File: src/rtl/rtc_bus_pkg.sv
// Shared types and constants for the RTC bus scheduler slice.
package rtc_bus_pkg;

   typedef enum logic [1:0] {
      IDLE  = 2'd0,
      START = 2'd1,
      WAIT  = 2'd2,
      ACK   = 2'd3
   } state_e;

   typedef enum logic [1:0] {
      SRC_WR  = 2'd0,
      SRC_RD  = 2'd1,
      SRC_REF = 2'd2
   } src_e;

   localparam logic [7:0] RTC_ADDR_SECONDS     = 8'h21;
   localparam logic [7:0] RTC_ADDR_MINUTES     = 8'h22;
   localparam logic [7:0] RTC_ADDR_HOURS       = 8'h23;
   localparam logic [7:0] REFRESH_BASE_DEFAULT = RTC_ADDR_SECONDS;

endpackage

File: src/rtl/rtc_refresh_timer.sv
// Periodic refresh timer: sweep interval counter, pending flag, register
// index within the sweep and the sticky overrun flag.
module rtc_refresh_timer #(
   parameter int REFRESH_CYCLES = 100000,
   parameter int REFRESH_LEN    = 3
) (
   input  logic       clk,
   input  logic       rst,
   input  logic       refresh_en_i,
   input  logic       ref_done_i,
   output logic       ref_pending_o,
   output logic [2:0] ref_idx_o,
   output logic       ref_overrun_o
);

   localparam int              CW       = $clog2(REFRESH_CYCLES);
   localparam logic [CW-1:0]   CNT_LAST = CW'(REFRESH_CYCLES - 1);
   localparam logic [2:0]      IDX_LAST = 3'(REFRESH_LEN - 1);

   logic [CW-1:0] cnt_q, cnt_d;
   logic          pending_q, pending_d;
   logic [2:0]    idx_q, idx_d;
   logic          overrun_q, overrun_d;

   // Advance the sweep index on each finished refresh read, then let a
   // counter wrap raise a new sweep (restarting the index on overrun).
   always_comb begin
      cnt_d     = cnt_q;
      pending_d = pending_q;
      idx_d     = idx_q;
      overrun_d = overrun_q;
      if (ref_done_i) begin
         if (idx_q == IDX_LAST) begin
            idx_d     = 3'd0;
            pending_d = 1'b0;
         end else begin
            idx_d = idx_q + 3'd1;
         end
      end
      if (!refresh_en_i) begin
         cnt_d     = '0;
         pending_d = 1'b0;
      end else if (cnt_q == CNT_LAST) begin
         cnt_d     = '0;
         pending_d = 1'b1;
         if (pending_q) begin
            overrun_d = 1'b1;
            idx_d     = 3'd0;
         end
      end else begin
         cnt_d = cnt_q + CW'(1);
      end
   end

   // Timer state registers.
   always_ff @(posedge clk or negedge rst) begin
      if (!rst) begin
         cnt_q     <= '0;
         pending_q <= 1'b0;
         idx_q     <= 3'd0;
         overrun_q <= 1'b0;
      end else begin
         cnt_q     <= cnt_d;
         pending_q <= pending_d;
         idx_q     <= idx_d;
         overrun_q <= overrun_d;
      end
   end

   assign ref_pending_o = pending_q;
   assign ref_idx_o     = idx_q;
   assign ref_overrun_o = overrun_q;

endmodule

File: src/rtl/rtc_bus_sched.sv
// RTC bus scheduler: arbitrates user writes, user reads and refresh reads
// onto the shared bus, starts the owning engine and acks the requester.
module rtc_bus_sched
   import rtc_bus_pkg::*;
#(
   parameter int         REFRESH_CYCLES = 100000,
   parameter logic [7:0] REFRESH_BASE   = REFRESH_BASE_DEFAULT,
   parameter int         REFRESH_LEN    = 3,
   parameter int         TIMEOUT_CYCLES = 255
) (
   input  logic       clk,
   input  logic       rst,
   input  logic       wr_req,
   input  logic [7:0] wr_addr,
   input  logic [7:0] wr_data,
   output logic       wr_ack,
   input  logic       rd_req,
   input  logic [7:0] rd_addr,
   output logic [7:0] rd_data,
   output logic       rd_ack,
   input  logic       refresh_en,
   output logic       ref_valid,
   output logic [7:0] ref_addr,
   output logic [7:0] ref_data,
   output logic [7:0] eng_addr,
   output logic [7:0] eng_wdata,
   output logic       we_start,
   input  logic       we_done,
   output logic       re_start,
   input  logic       re_done,
   input  logic [7:0] re_data,
   output logic       sel_rd,
   output logic       busy,
   output logic       timeout_err,
   output logic       ref_overrun
);

   localparam logic [7:0] TIMEOUT_LAST = 8'(TIMEOUT_CYCLES - 1);

   state_e     state_q, state_d;
   src_e       src_q, src_d;
   logic [7:0] addr_q, addr_d;
   logic [7:0] wdata_q, wdata_d;
   logic       sel_rd_q, sel_rd_d;
   logic [7:0] tcnt_q, tcnt_d;
   logic       last_wr_q, last_wr_d;
   logic [7:0] rd_data_q, rd_data_d;
   logic [7:0] ref_addr_q, ref_addr_d;
   logic [7:0] ref_data_q, ref_data_d;
   logic       ref_pending;
   logic [2:0] ref_idx;
   logic       eng_done;
   logic       timeout_hit;
   logic [7:0] cap_data;

   rtc_refresh_timer #(
      .REFRESH_CYCLES (REFRESH_CYCLES),
      .REFRESH_LEN    (REFRESH_LEN)
   ) u_timer (
      .clk           (clk),
      .rst           (rst),
      .refresh_en_i  (refresh_en),
      .ref_done_i    (ref_valid),
      .ref_pending_o (ref_pending),
      .ref_idx_o     (ref_idx),
      .ref_overrun_o (ref_overrun)
   );

   // Next-state logic: alternate fairly between simultaneous user requests,
   // give refresh the leftover slots, and bound every engine wait.
   always_comb begin
      state_d     = state_q;
      src_d       = src_q;
      addr_d      = addr_q;
      wdata_d     = wdata_q;
      sel_rd_d    = sel_rd_q;
      tcnt_d      = tcnt_q;
      last_wr_d   = last_wr_q;
      rd_data_d   = rd_data_q;
      ref_addr_d  = ref_addr_q;
      ref_data_d  = ref_data_q;
      timeout_hit = 1'b0;
      cap_data    = 8'h00;
      eng_done    = (src_q == SRC_WR) ? we_done : re_done;
      case (state_q)
         IDLE: begin
            if (wr_req && (!rd_req || !last_wr_q)) begin
               src_d     = SRC_WR;
               addr_d    = wr_addr;
               wdata_d   = wr_data;
               sel_rd_d  = 1'b0;
               last_wr_d = 1'b1;
               state_d   = START;
            end else if (rd_req) begin
               src_d     = SRC_RD;
               addr_d    = rd_addr;
               sel_rd_d  = 1'b1;
               last_wr_d = 1'b0;
               state_d   = START;
            end else if (ref_pending) begin
               src_d    = SRC_REF;
               addr_d   = REFRESH_BASE + {5'd0, ref_idx};
               sel_rd_d = 1'b1;
               state_d  = START;
            end
         end
         START: begin
            tcnt_d  = 8'd0;
            state_d = WAIT;
         end
         WAIT: begin
            if (eng_done || (tcnt_q == TIMEOUT_LAST)) begin
               timeout_hit = !eng_done;
               cap_data    = eng_done ? re_data : 8'h00;
               if (src_q == SRC_RD) begin
                  rd_data_d = cap_data;
               end
               if (src_q == SRC_REF) begin
                  ref_data_d = cap_data;
                  ref_addr_d = addr_q;
               end
               state_d = ACK;
            end else begin
               tcnt_d = tcnt_q + 8'd1;
            end
         end
         ACK: begin
            state_d = IDLE;
         end
         default: begin
            state_d = IDLE;
         end
      endcase
   end

   // Scheduler registers; reset drops any transaction in flight without an ack.
   always_ff @(posedge clk or negedge rst) begin
      if (!rst) begin
         state_q    <= IDLE;
         src_q      <= SRC_WR;
         addr_q     <= 8'h00;
         wdata_q    <= 8'h00;
         sel_rd_q   <= 1'b0;
         tcnt_q     <= 8'd0;
         last_wr_q  <= 1'b0;
         rd_data_q  <= 8'h00;
         ref_addr_q <= 8'h00;
         ref_data_q <= 8'h00;
      end else begin
         state_q    <= state_d;
         src_q      <= src_d;
         addr_q     <= addr_d;
         wdata_q    <= wdata_d;
         sel_rd_q   <= sel_rd_d;
         tcnt_q     <= tcnt_d;
         last_wr_q  <= last_wr_d;
         rd_data_q  <= rd_data_d;
         ref_addr_q <= ref_addr_d;
         ref_data_q <= ref_data_d;
      end
   end

   assign we_start    = (state_q == START) && (src_q == SRC_WR);
   assign re_start    = (state_q == START) && (src_q != SRC_WR);
   assign wr_ack      = (state_q == ACK) && (src_q == SRC_WR);
   assign rd_ack      = (state_q == ACK) && (src_q == SRC_RD);
   assign ref_valid   = (state_q == ACK) && (src_q == SRC_REF);
   assign busy        = (state_q != IDLE);
   assign timeout_err = timeout_hit;
   assign eng_addr    = addr_q;
   assign eng_wdata   = wdata_q;
   assign sel_rd      = sel_rd_q;
   assign rd_data     = rd_data_q;
   assign ref_addr    = ref_addr_q;
   assign ref_data    = ref_data_q;

endmodule

File: config.mk
export PLATFORM = sky130hd
export DESIGN_NAME = rtc_bus_sched
export DESIGN_NICKNAME = d
export VERILOG_FILES = /design/src/rtl/rtc_bus_pkg.sv /design/src/rtl/rtc_refresh_timer.sv /design/src/rtl/rtc_bus_sched.sv
export SDC_FILE = /design/constraint.sdc
export NUM_CORES = 1
export LEC_CHECK = 0
export BUFFER_PORTS_ARGS = -buffer_cell sky130_fd_sc_hd__buf_2
export CORE_ASPECT_RATIO = 0.5
export CORE_UTILIZATION = 55
export DETAILED_ROUTE_END_ITERATION = 8
export GPL_TIMING_DRIVEN = 0
export PLACE_DENSITY = 0.91
export SLEW_MARGIN = 15
export SYNTH_ARGS = -nofsm -noshare
export SYNTH_HDL_FRONTEND = slang
export SYNTH_SLANG_ARGS = --single-unit
File: constraint.sdc
create_clock -name clk -period 6.2 [get_ports clk]
set_input_delay 0.31 -clock clk [delete_from_list [all_inputs] [get_ports clk]]
set_output_delay 0.31 -clock clk [all_outputs]
set_load 0.1 [all_outputs]
Yosys cells after proc, flatten, opt, wreduce, memory -nomap -nowiden
Cells that the tools add are included.
{"block": "totals", "n_memories": 0, "rom_bits": 0, "word_cells": 91, "out_inout_bits": 49, "ramBits": 0, "regBits": 76, "latchBits": 0}
{"block": "op_classes", "n_bitwise": 0, "order_cmp": 0, "mul": 0, "shift": 0, "n_addsub": 4, "muxes": 33, "n_eq_ne": 13, "div_mod_pow": 0, "reduce_logical": 27}
{"cell": "8-bit 2-to-1 mux", "n": 5}
{"cell": "17-bit 2-to-1 mux", "n": 2}
{"cell": "17-bit by 1-bit adder with 17-bit output (second input constant)", "n": 1}
{"cell": "17-bit == test (second input constant)", "n": 1}
{"cell": "8-bit case mux with 2 select lines", "n": 1}
{"cell": "3-bit 2-to-1 mux", "n": 5}
{"cell": "2-bit 2-to-1 mux", "n": 7}
{"cell": "1-bit 2-to-1 mux", "n": 12}
{"cell": "2-bit AND reduction", "n": 6}
{"cell": "3-bit AND reduction", "n": 3}
{"cell": "8-bit by 1-bit adder with 8-bit output (second input constant)", "n": 1}
{"cell": "8-bit == test (second input constant)", "n": 1}
{"cell": "2-bit case mux with 4 select lines", "n": 1}
{"cell": "2-bit nonzero test", "n": 4}
{"cell": "6-bit by 3-bit adder with 7-bit output (first input constant)", "n": 1}
{"cell": "2-bit == test (second input constant)", "n": 3}
{"cell": "1-bit logical AND", "n": 6}
{"cell": "3-bit by 1-bit inequality test with 1-bit output (second input constant)", "n": 2}
{"cell": "2-bit by 1-bit == test with 1-bit output (second input constant)", "n": 2}
{"cell": "2-bit zero test", "n": 2}
{"cell": "2-bit inequality test (second input constant)", "n": 2}
{"cell": "4-bit by 3-bit inequality test with 1-bit output (second input constant)", "n": 1}
{"cell": "3-bit by 1-bit adder with 3-bit output (second input constant)", "n": 1}
{"cell": "3-bit by 2-bit == test with 1-bit output (second input constant)", "n": 1}
{"cell": "3 further kinds", "n": 6}

Longest topological paths before layout
{"block": "depth", "ltp_word": 6, "ltp_mapped": 8, "depth_no_buf": 6}

Modules after synthesis
A second synthesis with hierarchy kept.
{"block": "hier_totals", "cells_unflattened": 340, "hier_area_um2": 3674.8}
{"mod": "rtc_bus_sched", "cells_each": 237, "seq_area_each_um2": 1351.3, "area_per_inst_um2": 2607.5, "n_inst": 1}
{"mod": "rtc_refresh_timer", "cells_each": 103, "seq_area_each_um2": 550.5, "area_per_inst_um2": 1067.3, "n_inst": 1}

Worst setup path before layout
Ideal clock, no wire load.
{"block": "synth_timing", "path_kind": "register to output", "start": "reg state_q[0]", "end": "out timeout_err", "t_arrival_ns": 2.341, "path_buffers": 0, "stages_incl_launch_ff": 6, "setup_slack_ns": 3.549, "cell_sequence": "dfrtp_1 inv_1 ha_1 nor2b_1 mux2i_1 nor2_1"}
{"block": "synth_via", "elab_chain_len": 2}
{"item": "from (decl)", "line_no": "rtc_bus_sched.sv:40", "rtl": "state_e state_q, state_d;"}
{"item": "from (signal assigned)", "line_no": "rtc_bus_sched.sv:150", "rtl": "state_q <= state_d;"}
{"item": "2-bit == test", "line_no": "rtc_bus_sched.sv:85", "rtl": "case (state_q)"}
{"item": "1-bit 2-to-1 mux", "line_no": "rtc_bus_sched.sv:85"}
{"item": "to (decl)", "line_no": "rtc_bus_sched.sv:34", "rtl": "output logic timeout_err,"}
No other way between the ends.

Worst setup path after layout
Same ends and word-level chain as after synthesis.

==> metrics.csv <==
metric,value,unit
run_status,completed,
area_growth,24.1,%
antennaDiodeCount,0,
synthTopCellsByCount,"dfrtp_1 (76), nand2_1 (43), nor2_1 (26), inv_1 (20)",
chipHeight,59.5,µm
replace_congestion,0.831,
clock_sinks,76,
initial_utilization,58.5,%
hpwlAfterDp,5.39,mm
grt_first_pass_wirelength,12.7,mm
globalRouteTotalUtil,25.0,%
max_slew.worst_pin.slew,0.882,ns
die-area,6970,µm²
cts_buffers,9,
clock_insertion_delay_worst_skew,0.33,ns
total_wirelength_of_the_detailed_routed_design,7.79,mm
num_io_pins,88,
post_drt_via_cell_ratio,5.40,
syn_area_per_cell,10.5,µm²
worst_ep_arrival_time,2.14,ns
setup_violations,0,
finalHoldViolCount,0,
grt_use_met3,8.28,%
critical_path_peak_fanout,7,
postSynth.asyncResetShare,100,%
pre_cts_slack,4.07,ns
clockBufferDepth,2,
finalNetCount,494,
synth_top_cell_by_area,dfrtp_1,
core_region_area,6230,µm²
final.setup.tns,0,ns
hold-worst-slack,0.207,ns
grt_antenna_before_repair,0,
post-cts-setup-buffers,0,
critical_path_required,5.89,ns
final.period_utilization,39.5,%
type_of_element_capturing_the_critical_path,primary output,
io_buffer_count,85,
syn-instance-count,347,
cts_tree,done,
min_period,2.45,ns
synth.net_count,396,
synth_cell_type_count,45,
post_synth_main_area_contributors,"dfrtp_1 (52%), mux2_2 (5.3%), mux2i_1 (4.7%)",
stdcell_count,538,
route.vias.total,2903,
yosysWarnings,0,
clock_tree.htree_level_count,3,
grtUsageMet1,29.3,%
global_route.usage.met2,42.9,%
setup_ws,3.75,ns
min_path_cells,2,
maxSlewHeadroom,40.8,%
synth_largest_type_area_fraction,52.2,%
synthesis.area,3640,µm²
rsz0062_at_grt,no,
std_cell_rows,20,
routedWlPerCell,14.5,µm
place.detailed.instances,521,
grt.overflow.total,0,
detail_route.first_pass.iterations,4,
worst_clock_skew,0.00436,ns
clockRootBuffer,clkbuf_16,
drt.antenna.violating_nets,0,
chipWidth,117,µm
max_cap_viol_count,0,
fmaxAchievable,0.408,GHz
top_usage_layer,met2,
hp-class,primary input to register,
ys_seq_area_share,52.2,%
timing.setup.critical_path_class,register to primary output,
yosys_register_bits,76,
synth_enable_flop_cells,0,
yosys.cell_count.top_type,dfrtp_1,
drcViolationCount,0,
first_iteration_detailed_routing_drc_count,135,
worstRegToRegCells,7,
pin_count_of_the_biggest_net_entering_global_routing,64,
post_route_cells_drive_above_1_share,28.7,%
drv_slew,0,
start_kind,register,
clkTransAtPathRegs,0.06,ns
grt_pass1_vias,2796,
dominantRegCellSynth,dfrtp_1,
registers in the layout, indices dropped and copies added, names as in the netlist:
signal / cells
ref_addr: 8
sel_rd: 1
state_q: 2
tcnt_q: 8
u_timer.cnt_q: 17
eng_addr: 8
ref_data: 8
u_timer.ref_overrun_o: 1
eng_wdata: 8
src_q: 2
u_timer.ref_idx_o: 3
rd_data: 8
last_wr_q: 1
u_timer.ref_pending_o: 1
worst max-delay path, stage by stage, from the launching register on:
cell     delay (ns)
dfrtp_1        0.40
inv_1          0.10
ha_1           0.28
nor2b_1        0.17
mux2i_1        0.44
nor2_1         0.10
buf_2          0.31
area by class of cell:
class,count,area (µm²)
tap,88,110
clock buffer,12,256
inverter,20,75.1
clock inverter,4,47.5
buffer,12,61.3
timing repair buffer,87,465
fill,410,1710
sequential,76,1900
multi-input combinational,239,1600
routing by layer:
layer / routed length [µm] / vias to the layer above
met5: 0 / -
met4: 139 / 0
met3: 334 / 14
met2: 3900 / 63
met1: 3410 / 1427
li1: - / 1399
through the flow:
| step | util, % | instance area [µm²] |
|---|---|---|
| 2_1_floorplan | - | 3640 |
| 3_3_place_gp | 67.0 | 4180 |
| 3_5_place_dp | 67.5 | 4210 |
| 4_1_cts | 72.6 | 4520 |
| 5_1_grt | 72.6 | 4520 |
| 6_report | 72.6 | 4520 |
final timing paths:
check / from / slack, ns / endpoint
worst min register to register: u_timer.ref_overrun_o / 0.47 / u_timer.ref_overrun_o
worst max register to register: u_timer.cnt_q[0] / 4.06 / u_timer.cnt_q[10]
worst max-delay path: state_q[0] / 3.75 / timeout_err
max in group asynchronous: rst / 5.29 / ref_data[4]
worst min-delay path: wr_data[2] / 0.21 / eng_wdata[2]
min in group asynchronous: rst / 0.37 / ref_addr[5]
cells in the final DEF (no fill, tap or decap), drive strengths merged, types with 2 or more instances in the layout:
cell / n
dfrtp: 76
mux2i: 17
and4: 3
nor4: 2
o21ai: 11
xor2: 7
inv: 20
a21oi: 16
a21boi: 3
a22o: 8
or3: 2
nor3b: 2
nand3: 10
nor3: 9
or2: 4
o2111ai: 2
clkinv: 2
nand4: 8
ha: 10
buf: 90
a211oi: 2
clkbuf: 20
xnor2: 6
nor2: 27
nor2b: 6
and2: 4
nand2: 43
or4: 2
mux2: 20
o31ai: 4
logic make-up after synthesis:
logic type / count (synthesis) / share of synthesized area (%)
AND/OR/NAND/NOR: 127 / 16.9
flip-flops: 76 / 52.2
AO/OA/AOI/OAI: 52 / 9.38
multiplexers: 37 / 11.2
buffers and inverters: 32 / 3.74
XOR/XNOR: 13 / 3.13
adder cells (fa/ha/maj): 10 / 3.44
repair_timing:
action	in CTS	in global routing
hold buffers	1	0
endpoints found under the hold margin	13	0
gates resized for setup	0	0
Power is left out: the tool's default activity adds up to more than one toggle a clock period on the data nets, which glitch-free logic cannot reach.
